[src/rtl/joy_dir_arbiter.sv]
// ---------------------------------------------------------------------------
// joy_dir_arbiter
//
// Multi-channel joystick direction conditioner. It sits between the
// keyboard/joystick merge logic and the core's input ports. Each player
// channel goes through these stages:
//   1. two-flop synchroniser (s1 -> s2)
//   2. optional 90-degree clockwise remap (only with JOY_ARB_ROTATE_EN)
//   3. per-bit debounce, clocked by ce (bypassed when DEB_CYCLES == 0)
//   4. opposing-direction cancel (up+down -> none, left+right -> none)
//   5. arbitration, chosen per channel by mode:
//        00 passthrough of the debounced bits
//        01 4-way, last pressed wins
//        10 4-way, sticky (first pressed held until released)
//        11 8-way (diagonals kept, opposites cancelled)
//
// Optional feature macro: JOY_ARB_ROTATE_EN
//   Defined   : rotate[i] remaps channel i before debounce
//               (up<-left, right<-up, down<-right, left<-down).
//   Undefined : rotate is ignored.
//
// Ports
//   clk      in   system clock
//   reset_n  in   asynchronous active-low reset
//   ce       in   debounce tick enable
//   mode     in   [2i+1:2i] arbitration mode of channel i
//   rotate   in   [i] 90-degree CW remap of channel i
//   indir    in   [4i+3:4i] raw {up,down,left,right}, active-high
//   outdir   out  [4i+3:4i] conditioned directions, registered
//   changed  out  [i] one-clk pulse, one clk after outdir of channel i moves
//
// Handshake: there is no valid/ready pair. A changed[i] pulse marks that
// outdir[i] took a new value on the previous clock; outdir[i] is valid on
// every clock after reset.
//
// Per-channel arbitration state lives in the packed struct g_ch[i].r_arb
// {state, dir} so checkers can bind to it directly.
// ---------------------------------------------------------------------------
module joy_dir_arbiter #(
    parameter int CHANNELS   = 2,
    parameter int DEB_CYCLES = 0,
    parameter int CNT_W      = 8
) (
    input  logic                    clk,
    input  logic                    reset_n,
    input  logic                    ce,
    input  logic [2*CHANNELS-1:0]   mode,
    input  logic [CHANNELS-1:0]     rotate,
    input  logic [4*CHANNELS-1:0]   indir,
    output logic [4*CHANNELS-1:0]   outdir,
    output logic [CHANNELS-1:0]     changed
);

    typedef enum logic {
        ST_IDLE   = 1'b0,
        ST_LOCKED = 1'b1
    } state_t;

    typedef struct packed {
        state_t     state;
        logic [3:0] dir;
    } arb_t;

    localparam logic [1:0] MODE_PASS   = 2'b00;
    localparam logic [1:0] MODE_LAST   = 2'b01;
    localparam logic [1:0] MODE_STICKY = 2'b10;
    localparam logic [1:0] MODE_8WAY   = 2'b11;

    // One-hot pick with priority up > down > left > right.
    function automatic logic [3:0] pri(input logic [3:0] x);
        logic [3:0] y;
        y = 4'b0000;
        if (x[3])      y = 4'b1000;
        else if (x[2]) y = 4'b0100;
        else if (x[1]) y = 4'b0010;
        else if (x[0]) y = 4'b0001;
        return y;
    endfunction

    // Opposing directions held together mean "neither".
    function automatic logic [3:0] cancel(input logic [3:0] x);
        logic [3:0] y;
        y = x;
        if (x[3] && x[2]) y[3:2] = 2'b00;
        if (x[1] && x[0]) y[1:0] = 2'b00;
        return y;
    endfunction

`ifdef JOY_ARB_ROTATE_EN
    // 90-degree clockwise remap: up<-left, down<-right, left<-down, right<-up.
    function automatic logic [3:0] rot_cw(input logic [3:0] x);
        return {x[1], x[0], x[2], x[3]};
    endfunction
`else
    logic w_unused_rotate;
    assign w_unused_rotate = ^rotate;
`endif

    generate
        if (DEB_CYCLES == 0) begin : g_ce_unused
            logic w_unused_ce;
            assign w_unused_ce = ce;
        end
    endgenerate

    generate
        for (genvar gi = 0; gi < CHANNELS; gi++) begin : g_ch
            logic [1:0] w_mode;
            logic [3:0] r_s1;
            logic [3:0] r_s2;
            logic [3:0] w_s2m;
            logic [3:0] w_stable;
            logic [3:0] w_c;
            logic [3:0] r_c_d;
            logic [3:0] w_new;
            logic [3:0] w_pri_c;
            logic [3:0] w_pri_new;
            logic [1:0] r_mode_d;
            logic [3:0] r_outdir;
            logic [3:0] r_prev;
            logic       r_changed;
            arb_t       r_arb;

            assign w_mode = mode[2*gi +: 2];

            always_ff @(posedge clk or negedge reset_n) begin
                if (!reset_n) begin
                    r_s1 <= 4'b0000;
                    r_s2 <= 4'b0000;
                end else begin
                    r_s1 <= indir[4*gi +: 4];
                    r_s2 <= r_s1;
                end
            end

`ifdef JOY_ARB_ROTATE_EN
            assign w_s2m = rotate[gi] ? rot_cw(r_s2) : r_s2;
`else
            assign w_s2m = r_s2;
`endif

            if (DEB_CYCLES == 0) begin : g_nodeb
                assign w_stable = w_s2m;
            end else begin : g_deb
                localparam logic [CNT_W-1:0] DEB_LAST = CNT_W'(DEB_CYCLES - 1);
                logic [3:0]       r_stable;
                logic [CNT_W-1:0] r_cnt [4];

                // Any return to the accepted level restarts the count, so a
                // glitch shorter than DEB_CYCLES ce ticks never gets through.
                always_ff @(posedge clk or negedge reset_n) begin
                    if (!reset_n) begin
                        r_stable <= 4'b0000;
                        for (int b = 0; b < 4; b++) r_cnt[b] <= '0;
                    end else begin
                        for (int b = 0; b < 4; b++) begin
                            if (w_s2m[b] == r_stable[b]) begin
                                r_cnt[b] <= '0;
                            end else if (ce) begin
                                if (r_cnt[b] == DEB_LAST) begin
                                    r_stable[b] <= w_s2m[b];
                                    r_cnt[b]    <= '0;
                                end else begin
                                    r_cnt[b] <= r_cnt[b] + CNT_W'(1);
                                end
                            end
                        end
                    end
                end

                assign w_stable = r_stable;
            end

            assign w_c       = cancel(w_stable);
            assign w_new     = w_c & ~r_c_d;
            assign w_pri_c   = pri(w_c);
            assign w_pri_new = pri(w_new & ~r_arb.dir);

            always_ff @(posedge clk or negedge reset_n) begin
                if (!reset_n) begin
                    r_c_d       <= 4'b0000;
                    r_mode_d    <= 2'b00;
                    r_arb.state <= ST_IDLE;
                    r_arb.dir   <= 4'b0000;
                    r_outdir    <= 4'b0000;
                    r_prev      <= 4'b0000;
                    r_changed   <= 1'b0;
                end else begin
                    r_c_d     <= w_c;
                    r_mode_d  <= w_mode;
                    r_prev    <= r_outdir;
                    r_changed <= (r_outdir != r_prev);

                    if (w_mode != r_mode_d) begin
                        // One blank clock on a mode switch; arbitration then
                        // restarts from the current c with nothing counted new.
                        r_arb.state <= ST_IDLE;
                        r_arb.dir   <= 4'b0000;
                        r_outdir    <= 4'b0000;
                    end else begin
                        case (w_mode)
                            MODE_PASS: begin
                                r_arb.state <= ST_IDLE;
                                r_arb.dir   <= 4'b0000;
                                r_outdir    <= w_stable;
                            end
                            MODE_8WAY: begin
                                r_arb.state <= ST_IDLE;
                                r_arb.dir   <= 4'b0000;
                                r_outdir    <= w_c;
                            end
                            MODE_LAST, MODE_STICKY: begin
                                case (r_arb.state)
                                    ST_IDLE: begin
                                        if (w_c != 4'b0000) begin
                                            r_arb.state <= ST_LOCKED;
                                            r_arb.dir   <= w_pri_c;
                                            r_outdir    <= w_pri_c;
                                        end else begin
                                            r_outdir    <= 4'b0000;
                                        end
                                    end
                                    ST_LOCKED: begin
                                        // Release of the held direction wins over
                                        // a new press arriving in the same clock.
                                        if ((w_c & r_arb.dir) == 4'b0000) begin
                                            if (w_c != 4'b0000) begin
                                                r_arb.dir <= w_pri_c;
                                                r_outdir  <= w_pri_c;
                                            end else begin
                                                r_arb.state <= ST_IDLE;
                                                r_arb.dir   <= 4'b0000;
                                                r_outdir    <= 4'b0000;
                                            end
                                        end else if (w_mode == MODE_LAST &&
                                                     (w_new & ~r_arb.dir) != 4'b0000) begin
                                            r_arb.dir <= w_pri_new;
                                            r_outdir  <= w_pri_new;
                                        end else begin
                                            r_outdir <= r_arb.dir;
                                        end
                                    end
                                    default: begin
                                        r_arb.state <= ST_IDLE;
                                        r_arb.dir   <= 4'b0000;
                                        r_outdir    <= 4'b0000;
                                    end
                                endcase
                            end
                            default: begin
                                r_arb.state <= ST_IDLE;
                                r_arb.dir   <= 4'b0000;
                                r_outdir    <= 4'b0000;
                            end
                        endcase
                    end
                end
            end

            assign outdir[4*gi +: 4] = r_outdir;
            assign changed[gi]       = r_changed;
        end
    endgenerate

endmodule
[config.mk]
export PLATFORM = sky130hd
export DESIGN_NAME = joy_dir_arbiter
export DESIGN_NICKNAME = d
export VERILOG_FILES = /design/src/rtl/joy_dir_arbiter.sv
export SDC_FILE = /design/constraint.sdc
export NUM_CORES = 1
export LEC_CHECK = 0
export BUFFER_PORTS_ARGS = -buffer_cell sky130_fd_sc_hd__buf_2
export CELL_PAD_IN_SITES_DETAIL_PLACEMENT = 1
export CELL_PAD_IN_SITES_GLOBAL_PLACEMENT = 1
export CORE_MARGIN = 5
export CORE_UTILIZATION = 50
export DETAILED_ROUTE_END_ITERATION = 10
export GPL_ROUTABILITY_DRIVEN = 0
export PLACE_DENSITY_LB_ADDON = 0.2
export SLEW_MARGIN = 15
export SYNTH_ARGS = -nofsm -noshare
export SYNTH_HDL_FRONTEND = slang
export SYNTH_SLANG_ARGS = --single-unit
[constraint.sdc]
create_clock -name clk -period 5.6 [get_ports clk]
set_input_delay 1.68 -clock clk [delete_from_list [all_inputs] [get_ports clk]]
set_output_delay 1.68 -clock clk [all_outputs]
set_load 0.05 [all_outputs]
### Word level (Yosys, flattened, before mapping)

Cells that the tools add are included.
Widths: inputs -> output; s select.

* equal/unequal tests: 12
* multiplexer cells: 44
* bitwise logic cells: 12
* reduce and logical (&&, ||, !) cells: 18

Operators by type and width (count)
* $mux 4: 13
* $pmux 5 s2: 4
* $and 4x4->4: 6
* $pmux 4 s3: 2
* $mux 5: 4
* $mux 2: 8
* $not 4->4: 4
* $pmux 4 s2: 2
* $reduce_bool 4->1: 4
* $mux 3: 3
* $eq 2x2->1 const B: 4
* $logic_not 4->1: 2
* $mux 1: 8
* $ne 4x4->1: 2
* $ne 4x4->1 const B: 2
* $reduce_or 2->1: 4
* $logic_and 1x1->1: 6
* $eq 2x1->1 const B: 2
* $logic_not 2->1: 2
* $ne 2x2->1: 2
* $not 1->1: 2

* register bits after elaboration: 56
* input port bits: 17
* output and inout port bits: 10
* logic and storage cells: 104

### Depth between registers and ports, before layout

Gate-level depths: netlist (run 1).

* depth in word-level cells: 13
* depth in mapped cells: 7
* mapped depth without buffers: 7

### Worst setup path after synthesis (run 1)

Ideal clock, no wire load.

* path type: input to register
* start: input port mode[3]
* end: register g_ch[1].r_outdir[1]
* setup time: 94 ps
* data arrival time: 2685 ps
* required time: 5506 ps
* slack: 2821 ps
* stages on the path: 6
* buffers on the path: 0
* path through: inv_1 -> ha_1 -> o31ai_1 -> nand2_1 -> a311o_1 -> a221oi_2

* word-level cells in the longest chain between the ends: 7
* elaborated cells on any way between the ends: 12
* those cells by class: 4 x eq/ne; 5 x mux; 3 x reduce/logical

Ends and longest elaborated chain
* start, declared: line 47 `input logic [2*CHANNELS-1:0] mode,`
* $eq 2x1->1: line 201, 235
* $logic_and 1x1->1: line 235 `end else if (w_mode == MODE_LAST &&`
* $mux 4
* $mux 4: line 226 `if ((w_c & r_arb.dir) == 4'b0000) begin`
* $pmux 4 s2: line 213 `case (r_arb.state)`
* $pmux 4 s3: line 201 `case (w_mode)`
* $mux 4 *: line 194 `if (w_mode != r_mode_d) begin`
* end signal, assigned: line 205 `r_outdir <= w_stable;`
* end signal, assigned: line 218 `r_outdir <= w_pri_c;`
* end signal, assigned: line 229 `r_outdir <= w_pri_c;`
* end, declared: line 119 `logic [3:0] r_outdir;`

Mark *: on every way between the ends. The rest lies on a longest branch, timed or not.
A chain may end at the register's enable or synchronous reset.

### Final worst setup path (run 1)

* start: input port mode[3]
* end: register g_ch[1].r_outdir[3]

The elaborated chain is that of the path after synthesis.

==> flow_metrics.env, run 1 <==
export IMPL_status="completed"
export IMPL_maxSlewViolCount=0
export IMPL_wl_per_cell_um=17.5
export IMPL_vias_per_cell=5.80
export IMPL_cts_buffers_inserted=5
export IMPL_timing_final_ws_setup_ns=2.62
export IMPL_crit_path_cell_trace="buf_2 -> inv_1 -> ha_1 -> and3b_1 -> o21ai_0 -> nand2_1 -> o21ai_0 -> a221oi_1"
export IMPL_cts_tree="built"
export IMPL_ys_flop_type="dfrtp_1"
export IMPL_yosysWarnings=0
export IMPL_dr_total_vias=1897
export IMPL_synth_cells=229
export IMPL_switching_share_pct=28.4
export IMPL_clkSinkCount=56
export IMPL_clk_pin_slew_ns=0.09
export IMPL_period_needed_ns=2.98
export IMPL_synth_nets=262
export IMPL_avgSynthCellArea_um2=11.3
export IMPL_antenna_cells=0
export IMPL_drive_gt1_share_pct=14.8
export IMPL_cts_root_buf="clkbuf_8"
export IMPL_sequentialPowerShare_pct=55.7
export IMPL_power_switching_uw=224
export IMPL_core_area_um2=5040
export IMPL_cp_slowest_cell="a221oi_1"
export IMPL_grt_use_total_pct=19.4
export IMPL_postCtsResizedCells=0
export IMPL_timing_hold_ws_ns=0.357
export IMPL_insertion_delay_ns=0.31
export IMPL_port_buffers=23
export IMPL_die_h_um=81.8
export IMPL_intPower_uw=565
export IMPL_ctsHtreeMaxLevel=2
export IMPL_fmax_ghz=0.335
export IMPL_min_path_type="register to register"
export IMPL_slowest_delay_ns=0.45
export IMPL_yosysTopAreaCellShare_pct=54.3
export IMPL_rsz0062_at_grt="no"
export IMPL_grt_max_degree=57
export IMPL_pwr_share_clk_pct=28.8
export IMPL_leakagePower_nw=1.30
export IMPL_synth_edf_count=0
export IMPL_critical_path_max_fanout=7
export IMPL_grt_first_pass_wirelength_um=9910
export IMPL_slew_limit_headroom_pct=46.6
export IMPL_combinationalPowerShare_pct=15.5
export IMPL_finish_utilization_pct=56.7
export IMPL_ys_seq_elements=56
export IMPL_ys_seq_area_share_pct=54.3
export IMPL_firstDrtPassIters=4
export IMPL_skew_ns=0.00744
export IMPL_synth_top_area_cell="dfrtp_1"
export IMPL_min_period_over_period_pct=53.3
export IMPL_path_class="input port to register"
export IMPL_peakVddDrop_mv=0.201
export IMPL_synth_area_um2=2580
export IMPL_synthTopCellsByArea="dfrtp_1 (54%), ha_1 (7.8%), xnor2_1 (4.1%)"
export IMPL_fin_tns_setup_ns=0
export IMPL_antenna_left=0
export IMPL_cts_buffer_depth=2
export IMPL_finalHoldViolCount=0
export IMPL_start_util_pct=51.1
export IMPL_end_kind="register"
export IMPL_postCtsHoldBufs=0
export IMPL_grt_pass1_vias=1958
export IMPL_final_nets=289
export IMPL_row_count=26
export IMPL_start_kind="input port"
export IMPL_synth_common_cells="dfrtp_1 (56), a21oi_1 (18), nand2_1 (18)"
export IMPL_drcViolationCount=0
export IMPL_overflow=0
export IMPL_wl_um=5720
export IMPL_place_hpwl_um=4330
export IMPL_tightest_slew_ns=0.800
export IMPL_cts_setup_buffers=0
export IMPL_place_ws_ns=2.30
export IMPL_drv_cap=0
export IMPL_area_growth_pct=10.9
export IMPL_die_area_um2=6690
export IMPL_nFillCells=568
export IMPL_setup_viol=0
export IMPL_power_density_nw_per_um2=276
export IMPL_critPathRequiredTime_ns=5.75
export IMPL_ios=27
export IMPL_grt_antenna_before_repair=0
export IMPL_critPathArrivalTime_ns=3.14
export IMPL_die_width_um=81.8
export IMPL_drt_iter0_drc=113
export IMPL_synth_cell_type_count=40
export IMPL_yosysMostFrequentCell="dfrtp_1"
export IMPL_synthArstFlopShare_pct=100
export IMPL_path_common_cell="o21ai_0"
==> state kept, by name, summed over array words and instances (netlist names) <==
name	count
g_ch.r_arb	10
g_ch.r_outdir	8
g_ch.r_c_d	8
g_ch.r_changed	2
g_ch.r_s2	8
g_ch.r_s1	8
g_ch.r_prev	8
g_ch.r_mode_d	4
==> final timing paths <==
check / startpoint / endpoint / slack, ns / cells after the start
max in group asynchronous: reset_n / g_ch[1].r_prev[2] / 3.66 / 2
max reg2reg: g_ch[1].r_s2[0] / g_ch[1].r_outdir[3] / 3.09 / 7
min: g_ch[1].r_s1[1] / g_ch[1].r_s2[1] / 0.36 / 0
max: mode[3] / g_ch[1].r_outdir[3] / 2.62 / 8
min in group asynchronous: reset_n / g_ch[0].r_arb[4] / 1.48 / 2
min reg2reg: g_ch[1].r_s1[1] / g_ch[1].r_s2[1] / 0.36 / 0
==> worst max-delay path, delay by kind of cell <==
family          cells  cell delay (ns)
compound gates      3             0.63
fa+ha+maj           1             0.31
buf+inv             2             0.21
simple gates        2             0.31
==> logic make-up after synthesis <==
logic type                 after synthesis  share of synthesized area (%)
buffers and inverters                   19                           3.06
adders and majority gates               16                           7.76
and+or+nand+nor                         60                           12.7
AOI/OAI and AO/OA                       66                           18.0
xor gates and xnor gates                12                           4.08
DFF                                     56                           54.3
==> area by class of cell <==
| cell class | instances | area (µm²) | area share [%] |
|---|---|---|---|
| flip-flops and latches | 56 | 1400 | 49.0 |
| well taps | 70 | 87.6 | 3.06 |
| clock buffers | 7 | 86.3 | 3.02 |
| inverters | 15 | 56.3 | 1.97 |
| multi-input cells | 154 | 1100 | 38.4 |
| clock inverters | 1 | 7.51 | 0.262 |
| repair buffers | 24 | 123 | 4.29 |
==> per-stage QoR <==
stage | instance area, µm² | power (mW) | instances
floorplan | 2580 | 0.533 | 229
global placement | 2770 | 0.565 | 319
detailed placement | 2770 | 0.571 | 319
CTS | 2860 | 0.799 | 327
global route | 2860 | 0.832 | 327
finish | 2860 | 0.789 | 327
==> power by group through the flow <==
| stage | combinational (mW) | clock [mW] | sequential [mW] |
|---|---|---|---|
| 4_1_cts | 0.123 | 0.235 | 0.440 |
| 5_1_grt | 0.136 | 0.254 | 0.443 |
| 3_3_place_gp | 0.119 | 0 | 0.446 |
| 6_report | 0.122 | 0.227 | 0.439 |
| 3_5_place_dp | 0.123 | 0 | 0.448 |
| 2_1_floorplan | 0.0771 | 0 | 0.455 |
==> per-layer routing <==
metal | global-route usage, % | routed length [µm] | vias to the layer above
met5 | 0 | 0 | -
met4 | 4.32 | 55 | 0
met3 | 3.95 | 252 | 6
met2 | 30.1 | 2620 | 41
met1 | 28.2 | 2790 | 959
li1 | - | - | 891
==> cells in the final DEF, fill, tap and decap left out, types with 5 or more instances in the layout <==
cell,Yosys,routed
dfrtp_1,56,56
o21ai_0,5,5
a21oi_1,18,18
a31oi_1,6,6
nor3b_1,9,9
ha_1,16,16
a221oi_1,7,7
buf_2,0,23
o21ai_1,5,5
clkbuf_8,0,6
nand2_1,18,18
inv_1,15,15
xnor2_1,12,12
nand3_1,11,11
Power figures use the tool's default switching activity.
==> run 2, diff against run 1 <==
--- a/config.mk
+++ b/config.mk
@@ -9,7 +9,7 @@
 export CELL_PAD_IN_SITES_DETAIL_PLACEMENT = 1
 export CELL_PAD_IN_SITES_GLOBAL_PLACEMENT = 1
 export CORE_MARGIN = 5
-export CORE_UTILIZATION = 50
+export CORE_UTILIZATION = 42
 export DETAILED_ROUTE_END_ITERATION = 10
 export GPL_ROUTABILITY_DRIVEN = 0
 export PLACE_DENSITY_LB_ADDON = 0.2
==> constraint.sdc (replaced) <==
create_clock -name clk -period 2.6 [get_ports clk]
set_input_delay 0.78 -clock clk [delete_from_list [all_inputs] [get_ports clk]]
set_output_delay 0.78 -clock clk [all_outputs]
set_load 0.05 [all_outputs]
==> run 2 against run 1 <==
Compared with the run above: sequential share of layout area decreased by 1.2 points; critical path depth decreased by 1; clock skew increased by 0.0023 ns; register-to-register slack got worse by 2.8 ns; flip-flop and latch count unchanged; routed wire length increased by 0.63%; total power increased by 120%; critical path type is now register to register; first-iteration DRC count decreased by 19%; clock power increased by 120%; die area increased by 17%; cell count increased by 3.7%; via count decreased by 0.47%.
==> flow_metrics.env, run 2 (same netlist as run 1, synthesis figures left out) <==
export IMPL_status="completed"
export IMPL_regToRegEndpoint="g_ch[1].r_outdir[3]"
export IMPL_start_util_pct=43.3
export IMPL_drt_iter0_drc=92
export IMPL_maxSlewViolCount=0
export IMPL_largest_register="g_ch.r_arb"
export IMPL_multiInputGateArea_um2=1100
export IMPL_fin_tns_setup_ns=0
export IMPL_hold_start="g_ch[1].r_s1[1]"
export IMPL_tightest_slew_ns=0.623
export IMPL_overflow=0
export IMPL_r2r_setup_slack_ns=0.26
export IMPL_drcViolationCount=0
export IMPL_nFillCells=670
export IMPL_timing_hold_ws_ns=0.352
export IMPL_vias_per_cell=5.57
export IMPL_cts_root_buf="clkbuf_8"
export IMPL_firstDrtPassIters=4
export IMPL_antenna_cells=0
export IMPL_row_count=28
export IMPL_finalHoldViolCount=0
export IMPL_cts_setup_buffers=0
export IMPL_r2r_start="g_ch[1].r_s2[3]"
export IMPL_die_h_um=88.4
export IMPL_grt_first_pass_wirelength_um=9890
export IMPL_critical_path_max_fanout=7
export IMPL_cp_top_family="compound AO/OA/AOI/OAI gates"
export IMPL_largest_register_ffs=10
export IMPL_drv_cap=0
export IMPL_peakVddDrop_mv=0.309
export IMPL_die_area_um2=7810
export IMPL_worst_path_buf_inv=1
export IMPL_fmax_ghz=0.428
export IMPL_min_path_type="register to register"
export IMPL_core_area_um2=5960
export IMPL_setup_viol=0
export IMPL_critPathRequiredTime_ns=2.76
export IMPL_ios=27
export IMPL_cts_buffers_inserted=5
export IMPL_antenna_left=0
export IMPL_power_density_nw_per_um2=584
export IMPL_place_ws_ns=0.240
export IMPL_grt_antenna_before_repair=0
export IMPL_place_hpwl_um=4220
export IMPL_postCtsResizedCells=0
export IMPL_finish_utilization_pct=49.2
export IMPL_grt_max_degree=57
export IMPL_leakagePower_nw=1.34
export IMPL_final_common_cell="dfrtp_1"
export IMPL_crit_path_cell_trace="inv_1 -> ha_1 -> nor3b_1 -> o41ai_2 -> and2_1 -> o21ai_0 -> a221oi_1"
export IMPL_start_kind="register"
export IMPL_grt_pass1_vias=1995
export IMPL_slowest_delay_ns=0.56
export IMPL_end_kind="register"
export IMPL_grt_use_total_pct=16.5
export IMPL_port_buffers=23
export IMPL_insertion_delay_ns=0.31
export IMPL_reg2regPathDepth=7
export IMPL_ctsHtreeMaxLevel=2
export IMPL_die_width_um=88.4
export IMPL_slew_limit_headroom_pct=58.4
export IMPL_min_period_over_period_pct=90.0
export IMPL_critPathArrivalTime_ns=2.50
export IMPL_hold_depth=0
export IMPL_drive_gt1_share_pct=17.4
export IMPL_postCtsHoldBufs=0
export IMPL_final_nets=296
export IMPL_rsz0062_at_grt="no"
export IMPL_clk_pin_slew_ns=0.10
export IMPL_wl_um=5750
export IMPL_hold_path_end="g_ch[1].r_s2[1]"
export IMPL_seq_area_um2=1400
export IMPL_period_needed_ns=2.34
export IMPL_dr_total_vias=1888
export IMPL_cp_slowest_cell="o41ai_2"
export IMPL_skew_ns=0.00976
export IMPL_dpl_cell_count=331
export IMPL_path_class="register to register"
export IMPL_area_growth_pct=13.6
export IMPL_cts_tree="built"
export IMPL_final_cells=339
export IMPL_clkSinkCount=56
export IMPL_wl_per_cell_um=17.0
export IMPL_cts_buffer_depth=2
export IMPL_timing_final_ws_setup_ns=0.261
export IMPL_final_cell_mix="dfrtp_1 (56), buf_2 (23), a21oi_1 (18), nand2_1 (18), ha_1 (16)"
-- run 2: cell types whose count changed in the layout (fill, tap and decap cells not counted), sizes merged --
cell      change
clkinv        +2
clkbuf        -1
buf           +7
clkinvlp      -1
-- run 2: how the worst max path moves through the flow --
stage,from,end,slack [ns],depth (start not counted)
final,g_ch[1].r_s2[3],g_ch[1].r_outdir[3],0.26,7
after global routing,g_ch[0].r_s2[3],g_ch[0].r_outdir[2],0.10,7
after CTS,g_ch[1].r_s2[3],g_ch[1].r_outdir[3],0.33,7
after detailed placement,mode[2],g_ch[1].r_arb[3],0.24,7
after global placement,mode[2],g_ch[1].r_arb[3],0.33,7
after floorplan,g_ch[1].r_s2[0],g_ch[1].r_outdir[1],0.66,6
-- run 2: worst register-to-register path, cell delays in order (launching register included) --
cell	delay, ns
dfrtp_1	0.36
inv_1	0.06
ha_1	0.27
nor3b_1	0.23
o41ai_2	0.56
and2_1	0.19
o21ai_0	0.08
a221oi_1	0.44
-- run 2: layer usage --
| layer | vias to the layer above | global-route usage, % | wire (µm) | part of all wire [%] |
|---|---|---|---|---|
| li1 | 899 | - | - | - |
| met1 | 924 | 23.9 | 2830 | 49 |
| met2 | 57 | 24.9 | 2510 | 44 |
| met3 | 8 | 2.98 | 326 | 5.7 |
| met4 | 0 | 5.77 | 85 | 1.5 |
| met5 | - | 0 | 0 | 0 |
-- run 2: power by group --
group | switching [mW] | internal [mW] | leakage, nW
clock network | 0.279 | 0.213 | 0.0510
logic | 0.183 | 0.0897 | 0.573
registers | 0.0284 | 0.918 | 0.717
total | 0.491 | 1.22 | 1.34
-- run 2: stage by stage --
stage | cell area (µm²) | power (mW)
floorplan | 2580 | 1.15
global placement | 2840 | 1.23
detailed placement | 2840 | 1.24
CTS | 2930 | 1.74
global route | 2930 | 1.80
finish | 2930 | 1.71
-- run 2: area by class of cell --
class	count	area share [%]
sequential	56	47.8
multi-input combinational	154	37.5
timing repair buffer	31	6.40
tap	75	3.20
clock buffer	6	2.82
inverter	15	1.92
clock inverter	2	0.342
==> run 3, diff against run 2 <==
==> constraint.sdc (replaced) <==
create_clock -name clk -period 2 [get_ports clk]
set_input_delay 0.6 -clock clk [delete_from_list [all_inputs] [get_ports clk]]
set_output_delay 0.6 -clock clk [all_outputs]
set_load 0.05 [all_outputs]
==> run 3 against run 2 <==
Compared with the run above: critical endpoint is now g_ch[0].r_outdir[3]; combinational power increased by 74%; die area unchanged; sequential power increased by 30%; clock-buffer cell count did not move; clock skew fell by 0.0044 ns; non-clock buffer count up 40; critical path type unchanged; maximum frequency is 14% higher; final area grew 18%; first-iteration DRC count down 24%; global-route usage increased by 1.9 points; flip-flop and latch count stayed put; worst hold slack got worse by 0.21 ns; the run now ends with setup timing left.
==> flow_metrics.env, run 3 (same netlist as run 1, synthesis figures left out) <==
export IMPL_drive_gt1_share_pct=40.6
export IMPL_pwr_share_clk_pct=25.2
export IMPL_area_growth_pct=34.4
export IMPL_final_nets=336
export IMPL_insertion_delay_ns=0.30
export IMPL_slowest_delay_ns=0.41
export IMPL_row_count=28
export IMPL_grt_antenna_before_repair=0
export IMPL_tightest_slew_ns=0.460
export IMPL_nFillCells=656
export IMPL_sequentialPowerShare_pct=54.0
export IMPL_overflow=0
export IMPL_grt_max_degree=35
export IMPL_intPower_mw=1.62
export IMPL_fmax_ghz=0.488
export IMPL_grt_pass1_vias=2229
export IMPL_drt_iter0_drc=70
export IMPL_finalHoldViolCount=0
export IMPL_ios=27
export IMPL_core_area_um2=5960
export IMPL_vias_per_cell=5.57
export IMPL_dr_total_vias=2106
export IMPL_cts_buffers_inserted=5
export IMPL_peakVddDrop_mv=0.418
export IMPL_failed_checks="setup timing"
export IMPL_crit_path_cell_trace="inv_2 -> ha_4 -> a222oi_1 -> buf_4 -> and2b_1 -> o21a_1 -> o21ai_1 -> a221oi_2"
export IMPL_die_area_um2=7810
export IMPL_drv_cap=0
export IMPL_multiInputGateArea_um2=1340
export IMPL_timing_final_ws_setup_ns=-0.0489
export IMPL_die_h_um=88.4
export IMPL_setup_viol=4
export IMPL_seq_area_um2=1400
export IMPL_rsz0062_at_grt="yes"
export IMPL_critPathArrivalTime_ns=2.21
export IMPL_power_density_nw_per_um2=659
export IMPL_wl_um=6780
export IMPL_antenna_cells=0
export IMPL_grt_use_total_pct=18.4
export IMPL_cp_top_family="compound AO/OA/AOI/OAI gates"
export IMPL_final_cell_mix="dfrtp_1 (55), buf_4 (46), buf_2 (23)"
export IMPL_firstDrtPassIters=4
export IMPL_final_common_cell="dfrtp_1"
export IMPL_combinationalPowerShare_pct=20.7
export IMPL_critPathRequiredTime_ns=2.17
export IMPL_skew_ns=0.00541
export IMPL_status="finished, violations left"
export IMPL_critical_path_max_fanout=5
export IMPL_postCtsHoldBufs=0
export IMPL_grt_first_pass_wirelength_um=11000
export IMPL_path_class="register to register"
export IMPL_cp_slowest_cell="dfrtp_1"
export IMPL_final_cells=378
export IMPL_slew_limit_headroom_pct=69.1
export IMPL_largest_register="g_ch.r_arb"
export IMPL_maxSlewViolCount=0
export IMPL_start_kind="register"
export IMPL_cts_root_buf="clkbuf_8"
export IMPL_switching_share_pct=29.0
export IMPL_cts_tree="built"
export IMPL_cts_buffer_depth=2
export IMPL_dpl_cell_count=365
export IMPL_period_needed_ns=2.05
export IMPL_largest_register_ffs=10
export IMPL_clkSinkCount=56
export IMPL_start_util_pct=43.3
export IMPL_drcViolationCount=0
export IMPL_ctsHtreeMaxLevel=2
export IMPL_min_period_over_period_pct=102
export IMPL_wl_per_cell_um=17.9
export IMPL_power_mw=2.28
export IMPL_place_ws_ns=-0.121
export IMPL_leakagePower_nw=1.57
export IMPL_power_switching_uw=663
export IMPL_min_path_type="input port to asynchronous set/reset pin"
export IMPL_end_kind="register"
export IMPL_worst_path_buf_inv=2
export IMPL_port_buffers=23
export IMPL_clk_pin_slew_ns=0.09
export IMPL_place_hpwl_um=4870
export IMPL_die_width_um=88.4
export IMPL_antenna_left=0
## run 3: timing repair
action	in CTS	in global routing
pin swaps	6	15
buffers inserted	2	4
setup endpoints to repair	9	15
gates resized for setup	15	35
## run 3: power by group through the flow
stage               combinational (mW)  clock (mW)  sequential [mW]
CTS                              0.431       0.609             1.23
detailed placement               0.416           0             1.25
floorplan                        0.216           0             1.28
finish                           0.474       0.576             1.23
global placement                 0.404           0             1.25
global route                     0.513       0.647             1.24
## run 3: per-stage QoR
| step | setup TNS, ns | cell area, µm² | util [%] | hold WS, ns |
|---|---|---|---|---|
| after floorplan | 0 | 2580 | - | 0.304 |
| after global placement | -0.270 | 3090 | 51.9 | 0.332 |
| after detailed placement | -0.459 | 3090 | 51.9 | 0.336 |
| after CTS | -0.00553 | 3260 | 54.7 | 0.139 |
| after global routing | -0.985 | 3460 | 58.2 | 0.153 |
| final | -0.142 | 3460 | 58.2 | 0.146 |
## run 3: worst paths after layout
kind,cells past startpoint,end,slack [ns],startpoint
worst max-delay path,8,g_ch[0].r_outdir[3],-0.05,g_ch[0].r_s2[1]
worst min-delay path,1,g_ch[0].r_outdir[0],0.15,reset_n
worst max register to register,8,g_ch[0].r_outdir[3],-0.05,g_ch[0].r_s2[1]
worst min register to register,0,g_ch[0].r_s2[0],0.35,g_ch[0].r_s1[0]
max in group asynchronous,2,g_ch[0].r_s2[0],1.38,reset_n
min in group clk,0,g_ch[0].r_s2[0],0.35,g_ch[0].r_s1[0]
## run 3: final cells by class
| class | count | area share [%] |
|---|---|---|
| repair buffers | 71 | 14.2 |
| flip-flops and latches | 56 | 40.5 |
| clock buffers | 6 | 2.09 |
| well taps | 75 | 2.71 |
| multi-input cells | 154 | 38.8 |
| clock inverters | 1 | 0.144 |
| inverters | 15 | 1.63 |
## run 3: routing by layer
layer  up-vias  part of all wire (%)  GRT usage, %
li1        976                     -             -
met1      1069                    47          25.5
met2        48                    47          30.0
met3        13                   4.0          3.54
met4         0                   1.7          4.12
met5         -                     0             0
